[src/rtl/e2prom_bist_ctrl.sv]
// EEPROM self-test sequencer: writes a pattern over an address window through an I2C master, then reads it back and counts mismatches.
// i2c_exec/addr/data are registered (exec appears the cycle after a request state); each NACK is retried up to MAX_RETRY times per byte.
module e2prom_bist_ctrl #(
    parameter logic [15:0] BASE_ADDR   = 16'h0000,
    parameter int          NUM_BYTES   = 256,
    parameter int          WR_WAIT_CYC = 12000,
    parameter int          MAX_RETRY   = 3
) (
    input  logic        clk,
    input  logic        rst_n,
    input  logic        start,
    input  logic [1:0]  mode,
    input  logic [1:0]  pat_sel,
    input  logic [7:0]  seed,
    input  logic        stop_on_err,
    output logic        i2c_rh_wl,
    output logic        i2c_exec,
    output logic [15:0] i2c_addr,
    output logic [7:0]  i2c_data_w,
    input  logic [7:0]  i2c_data_r,
    input  logic        i2c_done,
    input  logic        i2c_ack,
    output logic        busy,
    output logic        rw_done,
    output logic        rw_res,
    output logic [15:0] err_cnt,
    output logic [15:0] err_addr
);
    typedef enum logic [2:0] {IDLE, WR_REQ, WR_RESP, WR_WAIT, RD_REQ, RD_RESP, FIN} state_t;

    localparam logic [16:0] LAST_IDX  = 17'(NUM_BYTES - 1);
    localparam logic [31:0] WAIT_LAST = (WR_WAIT_CYC > 0) ? 32'(WR_WAIT_CYC - 1) : 32'd0;
    localparam logic [15:0] RETRY_MAX = 16'(MAX_RETRY);

    state_t      state_q, state_d;
    logic [16:0] index_q, index_d;
    logic [15:0] retry_q, retry_d;
    logic [31:0] wait_q, wait_d;
    logic [1:0]  mode_q, mode_d, pat_q, pat_d;
    logic [7:0]  seed_q, seed_d;
    logic        stop_q, stop_d, nack_q, nack_d;
    logic [15:0] err_cnt_q, err_cnt_d, err_addr_q, err_addr_d;
    logic        busy_q, busy_d, done_q, done_d, res_q, res_d;
    logic        exec_q, exec_d, rh_q, rh_d;
    logic [15:0] addr_q, addr_d;
    logic [7:0]  wdat_q, wdat_d;

    logic [15:0] cur_addr;
    logic [7:0]  cur_pat;
    logic        is_last, retry_left;

    always_comb begin
        cur_addr = BASE_ADDR + index_q[15:0];
        case (pat_q)
            2'd0:    cur_pat = seed_q + index_q[7:0];
            2'd1:    cur_pat = cur_addr[7:0] ^ seed_q;
            2'd2:    cur_pat = seed_q;
            default: cur_pat = ~cur_addr[7:0];
        endcase
        is_last    = (index_q == LAST_IDX);
        retry_left = (retry_q < RETRY_MAX);
    end

    always_comb begin
        state_d    = state_q;
        index_d    = index_q;
        retry_d    = retry_q;
        wait_d     = wait_q;
        mode_d     = mode_q;
        pat_d      = pat_q;
        seed_d     = seed_q;
        stop_d     = stop_q;
        nack_d     = nack_q;
        err_cnt_d  = err_cnt_q;
        err_addr_d = err_addr_q;
        busy_d     = busy_q;
        res_d      = res_q;
        rh_d       = rh_q;
        addr_d     = addr_q;
        wdat_d     = wdat_q;
        exec_d     = 1'b0;
        done_d     = 1'b0;

        case (state_q)
            IDLE: begin
                if (start) begin
                    mode_d     = mode;
                    pat_d      = pat_sel;
                    seed_d     = seed;
                    stop_d     = stop_on_err;
                    index_d    = '0;
                    retry_d    = '0;
                    err_cnt_d  = '0;
                    err_addr_d = '0;
                    nack_d     = 1'b0;
                    res_d      = 1'b0;
                    busy_d     = 1'b1;
                    state_d    = (mode == 2'd1) ? RD_REQ : WR_REQ;
                end
            end
            WR_REQ: begin
                exec_d  = 1'b1;
                rh_d    = 1'b0;
                addr_d  = cur_addr;
                wdat_d  = cur_pat;
                state_d = WR_RESP;
            end
            WR_RESP: begin
                if (i2c_done) begin
                    wait_d = '0;
                    if (!i2c_ack) begin
                        retry_d = '0;
                        index_d = index_q + 17'd1;
                        state_d = WR_WAIT;
                    end else if (retry_left) begin
                        retry_d = retry_q + 16'd1;
                        state_d = WR_WAIT;
                    end else begin
                        err_addr_d = cur_addr;
                        nack_d     = 1'b1;
                        state_d    = FIN;
                    end
                end
            end
            WR_WAIT: begin
                wait_d = wait_q + 32'd1;
                if (wait_q >= WAIT_LAST) begin
                    wait_d = '0;
                    // index already points past the last written byte when the window is done
                    if (index_q <= LAST_IDX) begin
                        state_d = WR_REQ;
                    end else if (mode_q == 2'd2) begin
                        state_d = FIN;
                    end else begin
                        index_d = '0;
                        state_d = RD_REQ;
                    end
                end
            end
            RD_REQ: begin
                exec_d  = 1'b1;
                rh_d    = 1'b1;
                addr_d  = cur_addr;
                state_d = RD_RESP;
            end
            RD_RESP: begin
                if (i2c_done) begin
                    if (i2c_ack) begin
                        if (retry_left) begin
                            retry_d = retry_q + 16'd1;
                            state_d = RD_REQ;
                        end else begin
                            err_addr_d = cur_addr;
                            nack_d     = 1'b1;
                            state_d    = FIN;
                        end
                    end else begin
                        retry_d = '0;
                        if (i2c_data_r != cur_pat) begin
                            if (err_cnt_q != 16'hFFFF) err_cnt_d = err_cnt_q + 16'd1;
                            if (err_cnt_q == 16'd0) err_addr_d = cur_addr;
                        end
                        if (is_last || (stop_q && (i2c_data_r != cur_pat))) begin
                            state_d = FIN;
                        end else begin
                            index_d = index_q + 17'd1;
                            state_d = RD_REQ;
                        end
                    end
                end
            end
            FIN: begin
                done_d  = 1'b1;
                res_d   = !nack_q && (err_cnt_q == 16'd0);
                busy_d  = 1'b0;
                state_d = IDLE;
            end
            default: state_d = IDLE;
        endcase
    end

    always_ff @(posedge clk or negedge rst_n) begin
        if (!rst_n) begin
            state_q    <= IDLE;
            index_q    <= '0;
            retry_q    <= '0;
            wait_q     <= '0;
            mode_q     <= '0;
            pat_q      <= '0;
            seed_q     <= '0;
            stop_q     <= 1'b0;
            nack_q     <= 1'b0;
            err_cnt_q  <= '0;
            err_addr_q <= '0;
            busy_q     <= 1'b0;
            done_q     <= 1'b0;
            res_q      <= 1'b0;
            exec_q     <= 1'b0;
            rh_q       <= 1'b0;
            addr_q     <= '0;
            wdat_q     <= '0;
        end else begin
            state_q    <= state_d;
            index_q    <= index_d;
            retry_q    <= retry_d;
            wait_q     <= wait_d;
            mode_q     <= mode_d;
            pat_q      <= pat_d;
            seed_q     <= seed_d;
            stop_q     <= stop_d;
            nack_q     <= nack_d;
            err_cnt_q  <= err_cnt_d;
            err_addr_q <= err_addr_d;
            busy_q     <= busy_d;
            done_q     <= done_d;
            res_q      <= res_d;
            exec_q     <= exec_d;
            rh_q       <= rh_d;
            addr_q     <= addr_d;
            wdat_q     <= wdat_d;
        end
    end

    assign i2c_rh_wl  = rh_q;
    assign i2c_exec   = exec_q;
    assign i2c_addr   = addr_q;
    assign i2c_data_w = wdat_q;
    assign busy       = busy_q;
    assign rw_done    = done_q;
    assign rw_res     = res_q;
    assign err_cnt    = err_cnt_q;
    assign err_addr   = err_addr_q;
endmodule

[config.mk]
export PLATFORM = sky130hd
export DESIGN_NAME = e2prom_bist_ctrl
export DESIGN_NICKNAME = d
export VERILOG_FILES = /design/src/rtl/e2prom_bist_ctrl.sv
export SDC_FILE = /design/constraint.sdc
export NUM_CORES = 1
export LEC_CHECK = 0
export CAP_MARGIN = 10
export CORE_MARGIN = 2
export CORE_UTILIZATION = 40
export DETAILED_ROUTE_END_ITERATION = 6
export HOLD_SLACK_MARGIN = 0.12
export SETUP_SLACK_MARGIN = 0.4
export SKIP_LAST_GASP = 1
export SYNTH_ARGS = -nofsm -noshare
export SYNTH_HDL_FRONTEND = slang
export SYNTH_SLANG_ARGS = --single-unit
[constraint.sdc]
create_clock -name clk -period 3.9 [get_ports clk]
set_clock_uncertainty 0.05 [all_clocks]
set_input_delay 0.78 -clock clk [delete_from_list [all_inputs] [get_ports clk]]
set_output_delay 0.78 -clock clk [all_outputs]
set_load 0.03 [all_outputs]
* Word level (Yosys, flattened, before mapping) *
Index checks and enable logic that the tools add are counted.
W data, S select, Z words.

storage, ports and cells
  register bits after elaboration = 143
  bits in latches = 0
  bits in writable memories = 0
  memory bits (read-only) = 0
  bits of input ports = 26
  output and inout port bits = 61
  logic and storage cells = 140
  memories = 0

operators by class
  add/sub/neg operators = 5
  $mul = 0
  divide/modulo/power cells = 0
  order comparisons = 3
  eq/ne operators = 31
  shifts and indexed selects = 0
  muxes and demuxes = 56
  bitwise operators = 2
  reduce and logical (&&, ||, !) cells = 25

operators by type and width
  cell                     count
  $mux W16                 15
  $mux W17                 9
  $pmux W17 S4             1
  $mux W32                 2
  $pmux W16 S2             2
  $pmux W32 S2             1
  $pmux W16 S3             1
  $add A16 B1 Y16 const B  2
  $add A32 B1 Y32 const B  1
  $ge A32 B14 Y1 const B   1
  $mux W3                  9
  $ne A2 B2 Y1 const B     13
  $pmux W8 S3              1
  $pmux W3 S6              1
  $add A17 B1 Y17 const B  1
  $eq A17 B8 Y1 const B    1
  $le A17 B8 Y1 const B    1
  $logic_not A16 Y1        1
  $lt A16 B2 Y1 const B    1
  $ne A16 B16 Y1 const B   1
  $reduce_and A10 Y1       1
  $reduce_bool A2 Y1       5
  $eq A3 B3 Y1 const B     3
  $add A8 B8 Y8            1
  other kinds (26)         47

* Longest topological paths before layout *
  depth after elaboration = 9
  gate-level depth with buffers = 14
  depth with buffers taken out = 12

* Worst setup path before layout *
Ideal clock, no wire load.

  path type = flip-flop to flip-flop
  start point = register index_q[1]
  end point = register index_q[10]
  library setup time = 0.140 ns
  arrival = 3.381 ns
  data required time = 3.710 ns
  slack = 0.329 ns
  cell stages (with the launch flop) = 14
  path buffers = 2
  clock period less this slack = 3.571 ns
  cell sequence = dfrtp_1 -> clkbuf_1 -> inv_1 -> fa_1 -> or3_1 -> a21oi_2 -> o21ai_1 -> a2111oi_2 -> nand4_2 -> o311ai_4 -> nand2_4 -> buf_2 -> o311ai_0 -> o41ai_1

on the way
  cells in the longest elaborated chain, start to end = 7
  elaborated cells between the ends (all ways) = 19
  classes of those cells = 2 x add/sub; 1 x order compare; 4 x eq/ne; 7 x mux; 2 x bitwise; 3 x reduce/logical

RTL lines
  element                                      RTL line  RTL
  start, declared                              36        logic [16:0] index_q, index_d;
  start signal, assigned                       204       index_q <= index_d;
  $add A8 B8 Y8, or another cell as far along  55        2'd0: cur_pat = seed_q + index_q[7:0];
  $pmux W8 S3                                  54        case (pat_q)
  $ne A8 B8 Y1                                 163       if (is_last || (stop_q && (i2c_data_r != cur_pat))) begin
  $logic_and A1 B1 Y1                          163
  $logic_or A1 B1 Y1                           163
  $ne A2 B2 Y1 (no line)                       --
  $reduce_and A10 Y1 (no line)                 --

Parallel ways exist; a longest one is shown, timed or not. The select of a mux whose other input is x is not followed.
A chain may end at the register's enable or synchronous reset.

* Worst setup path in the final report *
  start point = register index_q[0]
  end point = register index_q[9]

Same word-level chain as after synthesis.

==> metrics.txt <==
# TYPE chip_impl_metric gauge
chip_impl_metric{name="portBuffers",unit=""} 86
chip_impl_metric{name="yosys.cell_types.count",unit=""} 78
chip_impl_info{name="worstPathCellList",value="ha_2 > inv_2 > fa_2 > or3_1 > a21oi_2 > o21ai_1 > a2111oi_4 > nand4_4 > o311ai_4 > buf_4 > buf_6 > nand2_8 > o31ai_2 > a21oi_1"} 1
chip_impl_info{name="synth.most_common_cell",value="sky130_fd_sc_hd__dfrtp_1"} 1
chip_impl_metric{name="core",unit="um2"} 18100
chip_impl_metric{name="finalSetupViolations",unit=""} 0
chip_impl_info{name="status",value="complete, no violations"} 1
chip_impl_info{name="cts_tree",value="done"} 1
chip_impl_info{name="synth_largest_area_cell",value="sky130_fd_sc_hd__dfrtp_1"} 1
chip_impl_metric{name="cts.reportedPaths.clkPinSlew",unit="ns"} 0.06
chip_impl_metric{name="hold_slack",unit="ns"} 0.368
chip_impl_metric{name="detailed_placement_hpwl",unit="um"} 13200
chip_impl_metric{name="design.die.area",unit="um2"} 19800
chip_impl_metric{name="layout.filler_cells",unit=""} 1628
chip_impl_metric{name="routabilityCongestion",unit=""} 0.862
chip_impl_metric{name="final_period_minus_worst_setup_slack",unit="ns"} 3.48
chip_impl_metric{name="routed_wirelength",unit="um"} 19200
chip_impl_metric{name="power_report.internal_total",unit="mW"} 3.60
chip_impl_metric{name="grt_pass1_wl",unit="um"} 31900
chip_impl_metric{name="detailroute.via_count",unit=""} 6361
chip_impl_metric{name="drtAntennaViolNets",unit=""} 0
chip_impl_metric{name="placement_rows",unit=""} 49
chip_impl_metric{name="regToRegSetupSlack",unit="ns"} 0.42
chip_impl_metric{name="finalMaxSlewViolations",unit=""} 0
chip_impl_metric{name="layout.area.seq",unit="um2"} 3580
chip_impl_metric{name="power.share.sequential",unit=""} 0.308
chip_impl_metric{name="ys_async_sr_fraction",unit=""} 1.00
chip_impl_metric{name="gr-total-overflow",unit=""} 0
chip_impl_metric{name="worst_slew_pin_slew",unit="ns"} 0.833
chip_impl_metric{name="power_leakage",unit="nW"} 4.25
chip_impl_metric{name="clock_power_share",unit=""} 0.262
chip_impl_metric{name="synth-edff-count",unit=""} 0
chip_impl_metric{name="antenna_found_initial",unit=""} 0
chip_impl_metric{name="finalHoldViolCount",unit=""} 0
chip_impl_metric{name="maxCapViolCount",unit=""} 0
chip_impl_metric{name="grt_start_max_net_pins",unit=""} 89
chip_impl_metric{name="area_delta_synth_final",unit="%"} 27.6
chip_impl_metric{name="final.setup.tns",unit="ns"} 0
chip_impl_info{name="synth_top_cells_by_count",value="sky130_fd_sc_hd__dfrtp_1, sky130_fd_sc_hd__nand2_1, sky130_fd_sc_hd__nor2_1"} 1
chip_impl_metric{name="antenna_cells",unit=""} 0
chip_impl_metric{name="via_count_of_the_first_global_routing_pass",unit=""} 6273
chip_impl_metric{name="dieWidth",unit="um"} 141
chip_impl_metric{name="post_drt_via_cell_ratio",unit=""} 5.64
chip_impl_info{name="critPathCaptureType",value="flop"} 1
chip_impl_metric{name="synth-warning-count",unit=""} 0
chip_impl_metric{name="required",unit="ns"} 4.14
chip_impl_info{name="postSynth.topFlopCell",value="sky130_fd_sc_hd__dfrtp_1"} 1
chip_impl_metric{name="slew_headroom",unit=""} 0.445
chip_impl_info{name="reg2reg_to",value="index_q[9]"} 1
chip_impl_metric{name="gr-usage-all-layers",unit=""} 0.201
chip_impl_metric{name="post_route_cells_drive_above_1_share",unit=""} 0.148
chip_impl_metric{name="critPathMaxStageDelay",unit="ns"} 0.41
chip_impl_metric{name="io_pins",unit=""} 87
chip_impl_metric{name="floorplan.die.height",unit="um"} 141
chip_impl_metric{name="initial_utilization",unit=""} 0.411
chip_impl_info{name="cp_slowest_cell",value="sky130_fd_sc_hd__a2111oi_4"} 1
chip_impl_metric{name="synthCells",unit=""} 780
chip_impl_metric{name="synth_area_per_cell",unit="um2"} 9.57
chip_impl_metric{name="first_iter_violations",unit=""} 363
chip_impl_metric{name="wl_per_cell",unit="um"} 17.1
chip_impl_info{name="worstReg2RegStart",value="index_q[0]"} 1
chip_impl_metric{name="design.final.nets",unit=""} 925
chip_impl_metric{name="clk_latency",unit="ns"} 0.42
chip_impl_metric{name="drt_pass1_iterations",unit=""} 5
chip_impl_info{name="setup_repair_after_global_routing_missed_its_margin",value="true"} 1
chip_impl_metric{name="swShare",unit=""} 0.405
chip_impl_info{name="synthTopCellsByArea",value="sky130_fd_sc_hd__dfrtp_1, sky130_fd_sc_hd__nand2_1, sky130_fd_sc_hd__o21ai_0, sky130_fd_sc_hd__nor2_1, sky130_fd_sc_hd__mux2_2"} 1
chip_impl_metric{name="power.density_cell_area",unit="nW/um2"} 635
chip_impl_metric{name="cp.arrival",unit="ns"} 3.71
chip_impl_metric{name="tritoncts.num_buffers",unit=""} 17
chip_impl_metric{name="rr_worst_depth",unit=""} 14
chip_impl_metric{name="synth_top_area_frac",unit=""} 0.479
chip_impl_metric{name="synth_sequential_area_ratio",unit=""} 0.479
chip_impl_metric{name="htree_levels",unit=""} 4
chip_impl_metric{name="cp_max_fo",unit=""} 10
chip_impl_metric{name="synth-seq-cells",unit=""} 143
chip_impl_metric{name="cts.hold.buffers_added",unit=""} 0
chip_impl_metric{name="period_share",unit=""} 0.891
chip_impl_info{name="min-delay-path-class",value="input port to async pin"} 1
chip_impl_metric{name="achievable-frequency",unit="MHz"} 288
chip_impl_metric{name="drcViolationCount",unit=""} 0
chip_impl_metric{name="syn-num-nets",unit=""} 819
chip_impl_metric{name="vdd_drop_max",unit="V"} 0.000428
chip_impl_metric{name="p_switching",unit="mW"} 2.45
chip_impl_info{name="cp-start-kind",value="flop"} 1
chip_impl_info{name="cts.root.buffer_cell",value="sky130_fd_sc_hd__clkbuf_16"} 1
chip_impl_metric{name="power.combinational.fraction",unit=""} 0.429
chip_impl_metric{name="synthesis.area",unit="um2"} 7460
chip_impl_metric{name="cts.sinks",unit=""} 143
chip_impl_metric{name="multi_input_comb_area",unit="um2"} 3820
chip_impl_info{name="criticalPathCategory",value="flop to flop"} 1
chip_impl_metric{name="cts_max_path_buffers",unit=""} 2
[logic make-up (layout without fill, tap and decap cells)]
kind of cell,Yosys count,after routing,share of synthesized area
buf+inv,61,178,0.0347
flops,143,143,0.479
fa+ha+maj,13,13,0.0228
xor+xnor,19,19,0.0223
mux,26,26,0.0397
simple gates,341,342,0.235
compound gates,177,177,0.166
[sequential cells by signal (all words and copies together), names as in the netlist]
signal      count
busy            1
seed_q          8
state_q         3
rw_done         1
i2c_exec        1
wait_q         32
i2c_addr       16
err_cnt        16
i2c_rh_wl       1
pat_q           2
rw_res          1
nack_q          1
stop_q          1
mode_q          2
i2c_data_w      8
err_addr       16
retry_q        16
index_q        17
[area by class of cell]
class / count / share of cell area
Multi-Input combinational cell: 577 / 0.401
Sequential cell: 143 / 0.376
Timing Repair Buffer: 124 / 0.125
Clock buffer: 18 / 0.0451
Tap cell: 229 / 0.0301
Clock inverter: 13 / 0.0147
Inverter: 23 / 0.00906
[layout by cell type (no fill, tap or decap), drive strengths merged, types with 9 or more instances in the layout]
master           n
a21oi           33
a22o            19
a31oi           13
and2            19
and3            21
buf             39
clkbuf          18
clkdlybuf4s50   85
dfrtp          143
ha              12
inv             24
mux2            19
nand2           91
nand2b          24
nand3           29
nand4           19
nor2            65
nor2b           12
nor3            15
nor4             9
o21ai           53
or4             12
xnor2           13
[what timing repair did]
action                     4_1_cts  5_1_grt
buffers inserted                 7        4
pin swaps                       11        5
setup endpoints to repair       42       48
gates resized for setup         18       22
cloned                           1        0
[power groups by stage]
stage	clock network, mW	registers [mW]	logic (mW)
after floorplan	0	1.94	1.55
after detailed placement	0	1.89	2.33
after global placement	0	1.88	2.30
after CTS	1.62	1.86	2.45
final	1.59	1.87	2.60
after global routing	1.70	1.90	2.84
[critical path, delay by kind of cell (launching register included)]
family,cells,cell delay [ns]
adder cells (fa/ha/maj),2,0.58
buffers and inverters,3,0.34
AND/OR/NAND/NOR,3,0.65
AO/OA/AOI/OAI,6,1.36
flip-flops,1,0.36
[metal layers]
layer	share of wire	global-route usage
met3	0.039	0.0367
met5	0	0
met2	0.48	0.321
met4	0.016	0.0684
met1	0.47	0.277
[stage by stage]
| step | area, um2 | cells | power, mW | setup slack, ns | util |
|---|---|---|---|---|---|
| final | 9520 | 1127 | 6.05 | 0.424 | 0.525 |
| after global routing | 9520 | 1127 | 6.43 | 0.300 | 0.525 |
| after CTS | 9360 | 1123 | 5.93 | 0.365 | 0.516 |
| after detailed placement | 8670 | 1084 | 4.22 | 0.0228 | 0.478 |
| after global placement | 8670 | 1084 | 4.18 | 0.0963 | 0.478 |
| after floorplan | 7460 | 780 | 3.50 | 0.460 | - |
[how the worst max path moves through the flow]
stage                       start           to  cells past startpoint
global route           index_q[0]  index_q[16]                     14
detailed placement  i2c_data_r[3]   index_q[5]                     11
finish                 index_q[0]   index_q[9]                     14
floorplan              index_q[1]  index_q[10]                     13
global placement    i2c_data_r[3]   index_q[5]                     11
CTS                    index_q[0]  index_q[11]                     12
(Power assumes the default switching activity.)
